--- src/rtl/fifo_ser_pkg.sv ---
// Shared types and constants for the FIFO word serializer.
package fifo_ser_pkg;

  typedef enum logic [2:0] {
    IDLE   = 3'd0,
    POP    = 3'd1,
    WAIT   = 3'd2,
    START  = 3'd3,
    DATA   = 3'd4,
    PARITY = 3'd5,
    STOP   = 3'd6
  } ser_state_e;

  localparam logic FRAME_START_BIT = 1'b0;
  localparam logic FRAME_STOP_BIT  = 1'b1;
  localparam logic LINE_IDLE       = 1'b1;

  localparam int unsigned WORDS_W = 16;

  // Clock cycles of line activity for one complete frame.
  function automatic int unsigned frame_len(input int unsigned data_w,
                                            input int unsigned parity_en,
                                            input int unsigned bit_cycles);
    return (2 + data_w + parity_en) * bit_cycles;
  endfunction

endpackage

--- src/rtl/ser_bit_timer.sv ---
// Bit-period down-counter: tick marks the last cycle of each serial bit.
module ser_bit_timer #(
  parameter int unsigned BIT_CYCLES = 4
) (
  input  logic clk,
  input  logic reset,
  input  logic load,
  output logic tick_c,
  output logic pre_tick_c
);

  localparam int unsigned CNT_W = (BIT_CYCLES > 1) ? $clog2(BIT_CYCLES) : 1;
  localparam logic [CNT_W-1:0] CNT_MAX = CNT_W'(BIT_CYCLES - 1);

  logic [CNT_W-1:0] cnt;

  // Reload on frame start or at each bit boundary, otherwise count down.
  always_ff @(posedge clk) begin
    if (!reset) begin
      cnt <= '0;
    end else if (load || (cnt == '0)) begin
      cnt <= CNT_MAX;
    end else begin
      cnt <= cnt - CNT_W'(1);
    end
  end

  assign tick_c     = (cnt == '0);
  // One cycle ahead of tick; never fires when every cycle is a tick.
  assign pre_tick_c = (BIT_CYCLES > 1) && (cnt == CNT_W'(1));

endmodule

--- src/rtl/fifo_word_serializer.sv ---
// Pops words from a FIFO and sends each as a start/data/parity/stop frame.
module fifo_word_serializer
  import fifo_ser_pkg::*;
#(
  parameter int unsigned DATA_W     = 16,
  parameter int unsigned BIT_CYCLES = 4,
  parameter bit          PARITY_EN  = 1'b1
) (
  input  logic               clk,
  input  logic               reset,
  input  logic               en,
  input  logic               fifo_empty,
  input  logic [DATA_W-1:0]  fifo_data,
  output logic               fifo_pop,
  output logic               sout,
  output logic               busy,
  output logic               frame_done,
  output logic [WORDS_W-1:0] words_sent
);

  localparam int unsigned BCNT_W = $clog2(DATA_W);
  localparam logic [BCNT_W-1:0] LAST_BIT = BCNT_W'(DATA_W - 1);
  // With single-cycle bits the stop bit's only cycle is also its last.
  localparam logic DONE_ON_ENTRY = (BIT_CYCLES == 1);

  ser_state_e        state;
  logic [DATA_W-1:0] shreg;
  logic [BCNT_W-1:0] bit_cnt;
  logic              parity;
  logic              tick_c;
  logic              pre_tick_c;
  logic              launch_c;

  assign launch_c = en && !fifo_empty;

  ser_bit_timer #(
    .BIT_CYCLES (BIT_CYCLES)
  ) u_timer (
    .clk        (clk),
    .reset      (reset),
    .load       (state == WAIT),
    .tick_c     (tick_c),
    .pre_tick_c (pre_tick_c)
  );

  // Frame sequencer with registered line, handshake and status outputs.
  always_ff @(posedge clk) begin
    if (!reset) begin
      state      <= IDLE;
      shreg      <= '0;
      bit_cnt    <= '0;
      parity     <= 1'b0;
      sout       <= LINE_IDLE;
      fifo_pop   <= 1'b0;
      busy       <= 1'b0;
      frame_done <= 1'b0;
      words_sent <= '0;
    end else begin
      fifo_pop   <= 1'b0;
      frame_done <= 1'b0;
      unique case (state)
        IDLE: begin
          if (launch_c) begin
            state    <= POP;
            fifo_pop <= 1'b1;
            busy     <= 1'b1;
          end
        end
        POP: begin
          state <= WAIT;
        end
        WAIT: begin
          shreg   <= fifo_data;
          parity  <= ^fifo_data;
          bit_cnt <= '0;
          sout    <= FRAME_START_BIT;
          state   <= START;
        end
        START: begin
          if (tick_c) begin
            sout  <= shreg[0];
            state <= DATA;
          end
        end
        DATA: begin
          if (tick_c) begin
            if (bit_cnt == LAST_BIT) begin
              if (PARITY_EN) begin
                sout  <= parity;
                state <= PARITY;
              end else begin
                sout       <= FRAME_STOP_BIT;
                state      <= STOP;
                frame_done <= DONE_ON_ENTRY;
              end
            end else begin
              shreg   <= shreg >> 1;
              sout    <= shreg[1];
              bit_cnt <= bit_cnt + BCNT_W'(1);
            end
          end
        end
        PARITY: begin
          if (tick_c) begin
            sout       <= FRAME_STOP_BIT;
            state      <= STOP;
            frame_done <= DONE_ON_ENTRY;
          end
        end
        STOP: begin
          if (pre_tick_c) begin
            frame_done <= 1'b1;
          end
          if (tick_c) begin
            words_sent <= words_sent + WORDS_W'(1);
            if (launch_c) begin
              state    <= POP;
              fifo_pop <= 1'b1;
            end else begin
              state <= IDLE;
              busy  <= 1'b0;
            end
          end
        end
        default: begin
          state <= IDLE;
          sout  <= LINE_IDLE;
          busy  <= 1'b0;
        end
      endcase
    end
  end

endmodule

--- config.mk ---
export PLATFORM = sky130hd
export DESIGN_NAME = fifo_word_serializer
export DESIGN_NICKNAME = d
export VERILOG_FILES = /design/src/rtl/fifo_ser_pkg.sv /design/src/rtl/ser_bit_timer.sv /design/src/rtl/fifo_word_serializer.sv
export SDC_FILE = /design/constraint.sdc
export NUM_CORES = 1
export LEC_CHECK = 0
export ABC_AREA = 1
export BUFFER_PORTS_ARGS = -buffer_cell sky130_fd_sc_hd__buf_2
export CAP_MARGIN = 20
export CORE_ASPECT_RATIO = 1.4
export CORE_UTILIZATION = 40
export CTS_BUF_LIST = sky130_fd_sc_hd__clkbuf_8
export DETAILED_ROUTE_END_ITERATION = 10
export PLACE_DENSITY = 0.59
export SLEW_MARGIN = 20
export SYNTH_ARGS = -nofsm -noshare
export SYNTH_HDL_FRONTEND = slang
export SYNTH_SLANG_ARGS = --single-unit
--- constraint.sdc ---
create_clock -name clk -period 2.5 [get_ports clk]
set_clock_uncertainty 0.15 [all_clocks]
set_input_delay 0.25 -clock clk [delete_from_list [all_inputs] [get_ports clk]]
set_output_delay 0.25 -clock clk [all_outputs]
set_load 0.03 [all_outputs]
==> impl_metrics.env, run 1 <==
export IMPL_status="complete, no violations"
export IMPL_fp_dieArea_mm2=0.007097
export IMPL_rrSetupSlack_ns=0.60
export IMPL_maxSlewHeadroom_pct=71.02
export IMPL_dr_pass1_iters=4
export IMPL_htree_levels=2
export IMPL_drtIter0Drc=133
export IMPL_drv_slew=0
export IMPL_path_common_cell="nand2_4"
export IMPL_r2r_end="bit_cnt[2]"
export IMPL_viasPerCell=4.845
export IMPL_max_cap_viol_count=0
export IMPL_drive_above_1_share_pct=13.92
export IMPL_synth_seq_area_share_pct=34.06
export IMPL_wl_per_cell_um=10.82
export IMPL_cts_made_buffers=5
export IMPL_rsz0062_at_grt="no"
export IMPL_regToRegStartpoint="state[0]"
export IMPL_fin_crit_ns=1.901
export IMPL_ys_ff_latch=46
export IMPL_die_w_um=71.49
export IMPL_finalCritPeriodShare_pct=76.06
export IMPL_synth_mux_area_share_pct=0
export IMPL_hold_path_class="in2reg"
export IMPL_cp_required_ns=2.57
export IMPL_io_pins=40
export IMPL_synth_compound_area_share_pct=16.61
export IMPL_async_flop_share_pct=0
export IMPL_clk_insertion_delay_late_ns=0.30
export IMPL_cpPeakStageDelay_ns=0.36
export IMPL_start_util_pct=41.16
export IMPL_cts_path_max_buffers=2
export IMPL_worst_path_buf_inv=2
export IMPL_tightest_slew_ns=0.4343
export IMPL_synth_avg_cell_area_um2=6.273
export IMPL_ir_worst_vdd_mv=0.3048
export IMPL_synth_simple_area_share_pct=33.27
export IMPL_yosysWarnings=0
export IMPL_critPathLaunchType="flop"
export IMPL_grt_usage_pct=17.42
export IMPL_crit_family="simple AND/OR/NAND/NOR gates"
export IMPL_cp_depth=8
export IMPL_syn_inst=431
export IMPL_stdcell_count=541
export IMPL_startpoint="state[0]"
export IMPL_rows=35
export IMPL_synth_fa_ha_area_share_pct=1.851
export IMPL_overflow=0
export IMPL_dp_cells=534
export IMPL_die_y_um=99.28
export IMPL_ys_types=33
export IMPL_synth_xor_xnor_area_share_pct=2.267
export IMPL_io_buffer_count=39
export IMPL_drc=0
export IMPL_hpwl_um=4323
export IMPL_setup_tns_ns=0
export IMPL_vias=2621
export IMPL_synth_edf_count=0
export IMPL_grt_pass1_wl_um=9963
export IMPL_fmax_ghz=0.5259
export IMPL_antenna_cells=0
export IMPL_area_delta_synth_final_pct=11.57
export IMPL_syn_area_mm2=0.002704
export IMPL_coreArea_mm2=0.006569
export IMPL_leakagePower_nw=1.481
export IMPL_rr_worst_depth=8
export IMPL_routed_wirelength_um=5855
export IMPL_power_density_mw_per_mm2=711.8
export IMPL_antenna_found_initial=0
export IMPL_root_buffer="clkbuf_8"
export IMPL_cts_tree="done"
export IMPL_arrival_ns=1.97
export IMPL_syn_num_nets=455
export IMPL_slowest_stage="dfxtp_1"
export IMPL_grt_pass1_vias=2343
export IMPL_ant_nets=0
export IMPL_cts_hold_buffers=0
export IMPL_worstPathMaxFanout=35
export IMPL_crit_chain="inv_2 -> nand3_4 -> inv_4 -> nand2_4 -> nand2_2 -> nand2_4 -> o21ai_0 -> nor3b_1"
export IMPL_place_congestion=0.8147
export IMPL_synth_top_family_by_area="simple AND/OR/NAND/NOR gates"
export IMPL_cts_repair_resized=0
export IMPL_grt_start_max_net_pins=36
export IMPL_postCtsSetupBuffers=0
export IMPL_hold_viol_final=0
export IMPL_clk_pin_slew_ns=0.08
export IMPL_path_class="reg2reg"
export IMPL_nNetsFinal=491
export IMPL_endpoint_kind="flop"
export IMPL_yosys_most_used_dff="dfxtp_1"
export IMPL_clkSinkCount=46
export IMPL_cp_endpoint="bit_cnt[2]"
export IMPL_setup_viol=0
routing by layer:
| layer | vias up | track usage, % | wire length [um] |
|---|---|---|---|
| met1 | 1136 | 19.10 | 2573 |
| met4 | 0 | 5.430 | 72 |
| met3 | 6 | 2.634 | 187 |
| li1 | 1422 | - | - |
| met5 | - | 0 | 0 |
| met2 | 57 | 33.70 | 3022 |
synthesized netlist by cell type, types with 3 or more instances:
| cell type | instances | share of area (%) |
|---|---|---|
| clkbuf_1 | 4 | 0.56 |
| xnor2_1 | 3 | 0.97 |
| a21oi_1 | 36 | 6.7 |
| nand3_1 | 11 | 2.0 |
| buf_2 | 4 | 0.74 |
| dfxtp_1 | 46 | 34 |
| xor2_1 | 4 | 1.3 |
| ha_1 | 4 | 1.9 |
| nand4_1 | 3 | 0.69 |
| inv_2 | 4 | 0.56 |
| o21ai_1 | 4 | 0.74 |
| nor2_1 | 38 | 5.3 |
| o31ai_1 | 3 | 0.83 |
| nand2_1 | 136 | 19 |
| nor3_1 | 9 | 1.7 |
| o21ai_0 | 38 | 7.0 |
| inv_1 | 64 | 8.9 |
power by group:
group | internal [mW] | switching [mW]
Clock | 0.188 | 0.250
Sequential | 0.893 | 0.0674
Combinational | 0.235 | 0.512
placed cells by master, fill, tap and decap left out, drive strengths merged:
cell	n
o21ai	42
nand3	12
o21a	1
nor3	10
o31ai	3
nand4	4
clkinv	2
dfxtp	46
xor2	4
o21bai	1
clkbuf	5
a21oi	37
nand2	140
inv	69
a211oi	1
xnor2	3
buf	40
nor3b	2
nor2	41
ha	4
state kept, by name, indices dropped and copies added (netlist names), 2 cells and up:
register	count
bit_cnt	4
shreg	16
state	3
u_timer.cnt	2
words_sent	16
stage by stage:
| step | util [%] | area, um2 | setup WS, ns | total power [mW] | hold slack [ns] |
|---|---|---|---|---|---|
| after floorplan | - | 2704 | 0.7406 | 1.592 | 0.2486 |
| after CTS | 45.92 | 3017 | 0.5627 | 2.169 | 0.07909 |
| after global placement | 44.72 | 2938 | 0.6522 | 1.721 | 0.2869 |
| after global routing | 45.92 | 3017 | 0.3905 | 2.322 | 0.09364 |
| after detailed placement | 44.72 | 2938 | 0.5757 | 1.729 | 0.2897 |
| final | 45.92 | 3017 | 0.5985 | 2.147 | 0.07731 |
area by class of cell:
type,count,area (um2)
Fill cell,713,3552
Multi-Input combinational cell,305,1460
Sequential cell,46,920.9
Inverter,69,261.5
Timing Repair Buffer,40,202.7
Tap cell,74,92.59
Clock buffer,5,68.82
Clock inverter,2,10.01
cells by family after synthesis:
| logic type | Yosys count |
|---|---|
| and+or+nand+nor | 209 |
| adders and majority gates | 4 |
| xor gates and xnor gates | 7 |
| buffers and inverters | 80 |
| DFF | 46 |
| AOI/OAI and AO/OA | 85 |
worst min path at each step:
stage,startpoint,to,slack [ns],cells after the start
4_1_cts,en,busy,0.08,3
3_5_place_dp,shreg[10],shreg[10],0.29,2
6_report,en,busy,0.08,3
2_1_floorplan,fifo_data[15],shreg[15],0.25,2
5_1_grt,en,busy,0.09,3
3_3_place_gp,shreg[9],shreg[9],0.29,2
worst register-to-register path: stages, from the launching register on:
cell and delay (ns):
dfxtp_1 0.36, inv_2 0.13, nand3_4 0.26, inv_4 0.19, nand2_4 0.07, nand2_2 0.08
nand2_4 0.19, o21ai_0 0.21, nor3b_1 0.19
(Power assumes the default switching activity.)
==> run 2: changes to the inputs <==
==> constraint.sdc (replaced) <==
create_clock -name clk -period 2 [get_ports clk]
set_clock_uncertainty 0.15 [all_clocks]
set_input_delay 0.2 -clock clk [delete_from_list [all_inputs] [get_ports clk]]
set_output_delay 0.2 -clock clk [all_outputs]
set_load 0.03 [all_outputs]
==> run 2 against run 1 <==
Effect of this change: count of clock-buffer cells in the layout rose by 3; register-to-register slack got worse by 0.33 ns; sequential share of layout area down 0.61 points; die area unchanged; via count rose by 0.72%; first-iteration DRC count shrank 27%; final cell count rose by 0.92%; cell area up 2.0%; largest cell class unchanged; largest power group unchanged; highest routed layer unchanged.
==> impl_metrics.env, run 2 (synthesis gave the netlist of run 1 again) <==
export IMPL_cts_tree="done"
export IMPL_coreArea_mm2=0.006569
export IMPL_cts_hold_buffers=0
export IMPL_switching_share_pct=36.92
export IMPL_nNetsFinal=495
export IMPL_clk_pin_slew_ns=0.09
export IMPL_viasPerCell=4.835
export IMPL_fp_dieArea_mm2=0.007097
export IMPL_antenna_cells=0
export IMPL_routed_wirelength_um=5713
export IMPL_final_cell_mix="nand2_1, inv_1, dfxtp_1"
export IMPL_cts_made_buffers=5
export IMPL_maxSlewHeadroom_pct=70.85
export IMPL_hpwl_um=4364
export IMPL_hold_path_class="in2reg"
export IMPL_clkSinkCount=46
export IMPL_dp_cells=538
export IMPL_io_buffer_count=39
export IMPL_io_pins=40
export IMPL_clkPwrFrac_pct=23.7
export IMPL_drive_above_1_share_pct=14.83
export IMPL_worstPathMaxFanout=8
export IMPL_combPwrFrac_pct=33.3
export IMPL_cts_repair_resized=0
export IMPL_stdcell_count=546
export IMPL_fmax_ghz=0.5785
export IMPL_area_delta_synth_final_pct=13.84
export IMPL_layout_cells_most_common="nand2_1"
export IMPL_drtIter0Drc=97
export IMPL_setup_viol=0
export IMPL_cts_path_max_buffers=2
export IMPL_drv_slew=0
export IMPL_hold_viol_final=0
export IMPL_vias=2640
export IMPL_grt_pass1_vias=2405
export IMPL_antenna_found_initial=0
export IMPL_drc=0
export IMPL_place_congestion=0.8505
export IMPL_top_regs="shreg x16, words_sent x16, bit_cnt x4"
export IMPL_clk_insertion_delay_late_ns=0.30
export IMPL_tightest_slew_ns=0.4368
export IMPL_rsz0062_at_grt="no"
export IMPL_postCtsSetupBuffers=0
export IMPL_die_w_um=71.49
export IMPL_setup_ws_ns=0.2713
export IMPL_overflow=0
export IMPL_max_cap_viol_count=0
export IMPL_wl_per_cell_um=10.46
export IMPL_leakagePower_nw=1.515
export IMPL_critPathLaunchType="flop"
export IMPL_grt_start_max_net_pins=36
export IMPL_grt_usage_pct=17.78
export IMPL_path_class="reg2reg"
export IMPL_power_density_mw_per_mm2=909.5
export IMPL_p_int_mw=1.766
export IMPL_rows=35
export IMPL_fin_crit_ns=1.729
export IMPL_dr_pass1_iters=4
export IMPL_status="complete, no violations"
export IMPL_arrival_ns=1.77
export IMPL_start_util_pct=41.16
export IMPL_switchingPower_mw=1.034
export IMPL_root_buffer="clkbuf_8"
export IMPL_ant_nets=0
export IMPL_htree_levels=2
export IMPL_setup_tns_ns=0
export IMPL_rrSetupSlack_ns=0.27
export IMPL_fin_area_mm2=0.003078
export IMPL_finalCritPeriodShare_pct=86.43
export IMPL_whs_ns=0.02187
export IMPL_place_area_mm2=0.002968
export IMPL_seqPwrFrac_pct=43.0
export IMPL_die_y_um=99.28
export IMPL_ir_worst_vdd_mv=0.3811
export IMPL_grt_pass1_wl_um=10180
export IMPL_dp_slack_ns=0.2777
export IMPL_cp_required_ns=2.04
export IMPL_endpoint_kind="flop"
==> run 2: cell count changes in the layout (fill, tap and decap cells not counted), sizes merged <==
cell	previous run	this run
clkinv	2	0
clkbuf	5	8
buf	40	44
==> run 2: layer usage <==
metal	routed length, um	global-route usage (%)	part of all wire, %	up-vias
met5	0	0	0	-
met4	115	7.541	2.0	0
met3	182	2.837	3.2	10
met2	2809	31.87	49	60
met1	2606	20.73	46	1146
li1	-	-	-	1424
==> run 2: power by group through the flow <==
stage / combinational [mW] / clock (mW) / sequential (mW)
finish: 0.933 / 0.664 / 1.20
global route: 1.10 / 0.719 / 1.23
CTS: 0.944 / 0.690 / 1.20
detailed placement: 0.938 / 0 / 1.23
global placement: 0.930 / 0 / 1.22
floorplan: 0.751 / 0 / 1.24
==> run 2: worst paths after layout <==
check                      start             to  cells after the start
setup / recovery  u_timer.cnt[0]  words_sent[4]                      7
hold / removal                en           busy                      3
setup reg to reg  u_timer.cnt[0]  words_sent[4]                      7
hold reg to reg        shreg[14]      shreg[14]                      2
==> run 2: stage by stage <==
stage,power (mW),utilization [%]
global placement,2.149,45.18
finish,2.800,46.86
detailed placement,2.165,45.18
floorplan,1.990,-
CTS,2.838,46.86
global route,3.040,46.86
==> run 2: critical path: stages, from the launching register on <==
cell and delay (ns):
dfxtp_1 0.32, inv_1 0.07, ha_1 0.25, inv_1 0.13, nor2_4 0.23, inv_2 0.12, o21ai_0 0.25, a21oi_1 0.10
==> run 2: final cells by class <==
type	instances	area [um2]
tap	74	92.59
timing repair buffer	44	232.7
multi-input combinational	305	1460
sequential	46	920.9
fill	704	3491
clock buffer	8	110.1
inverter	69	261.5
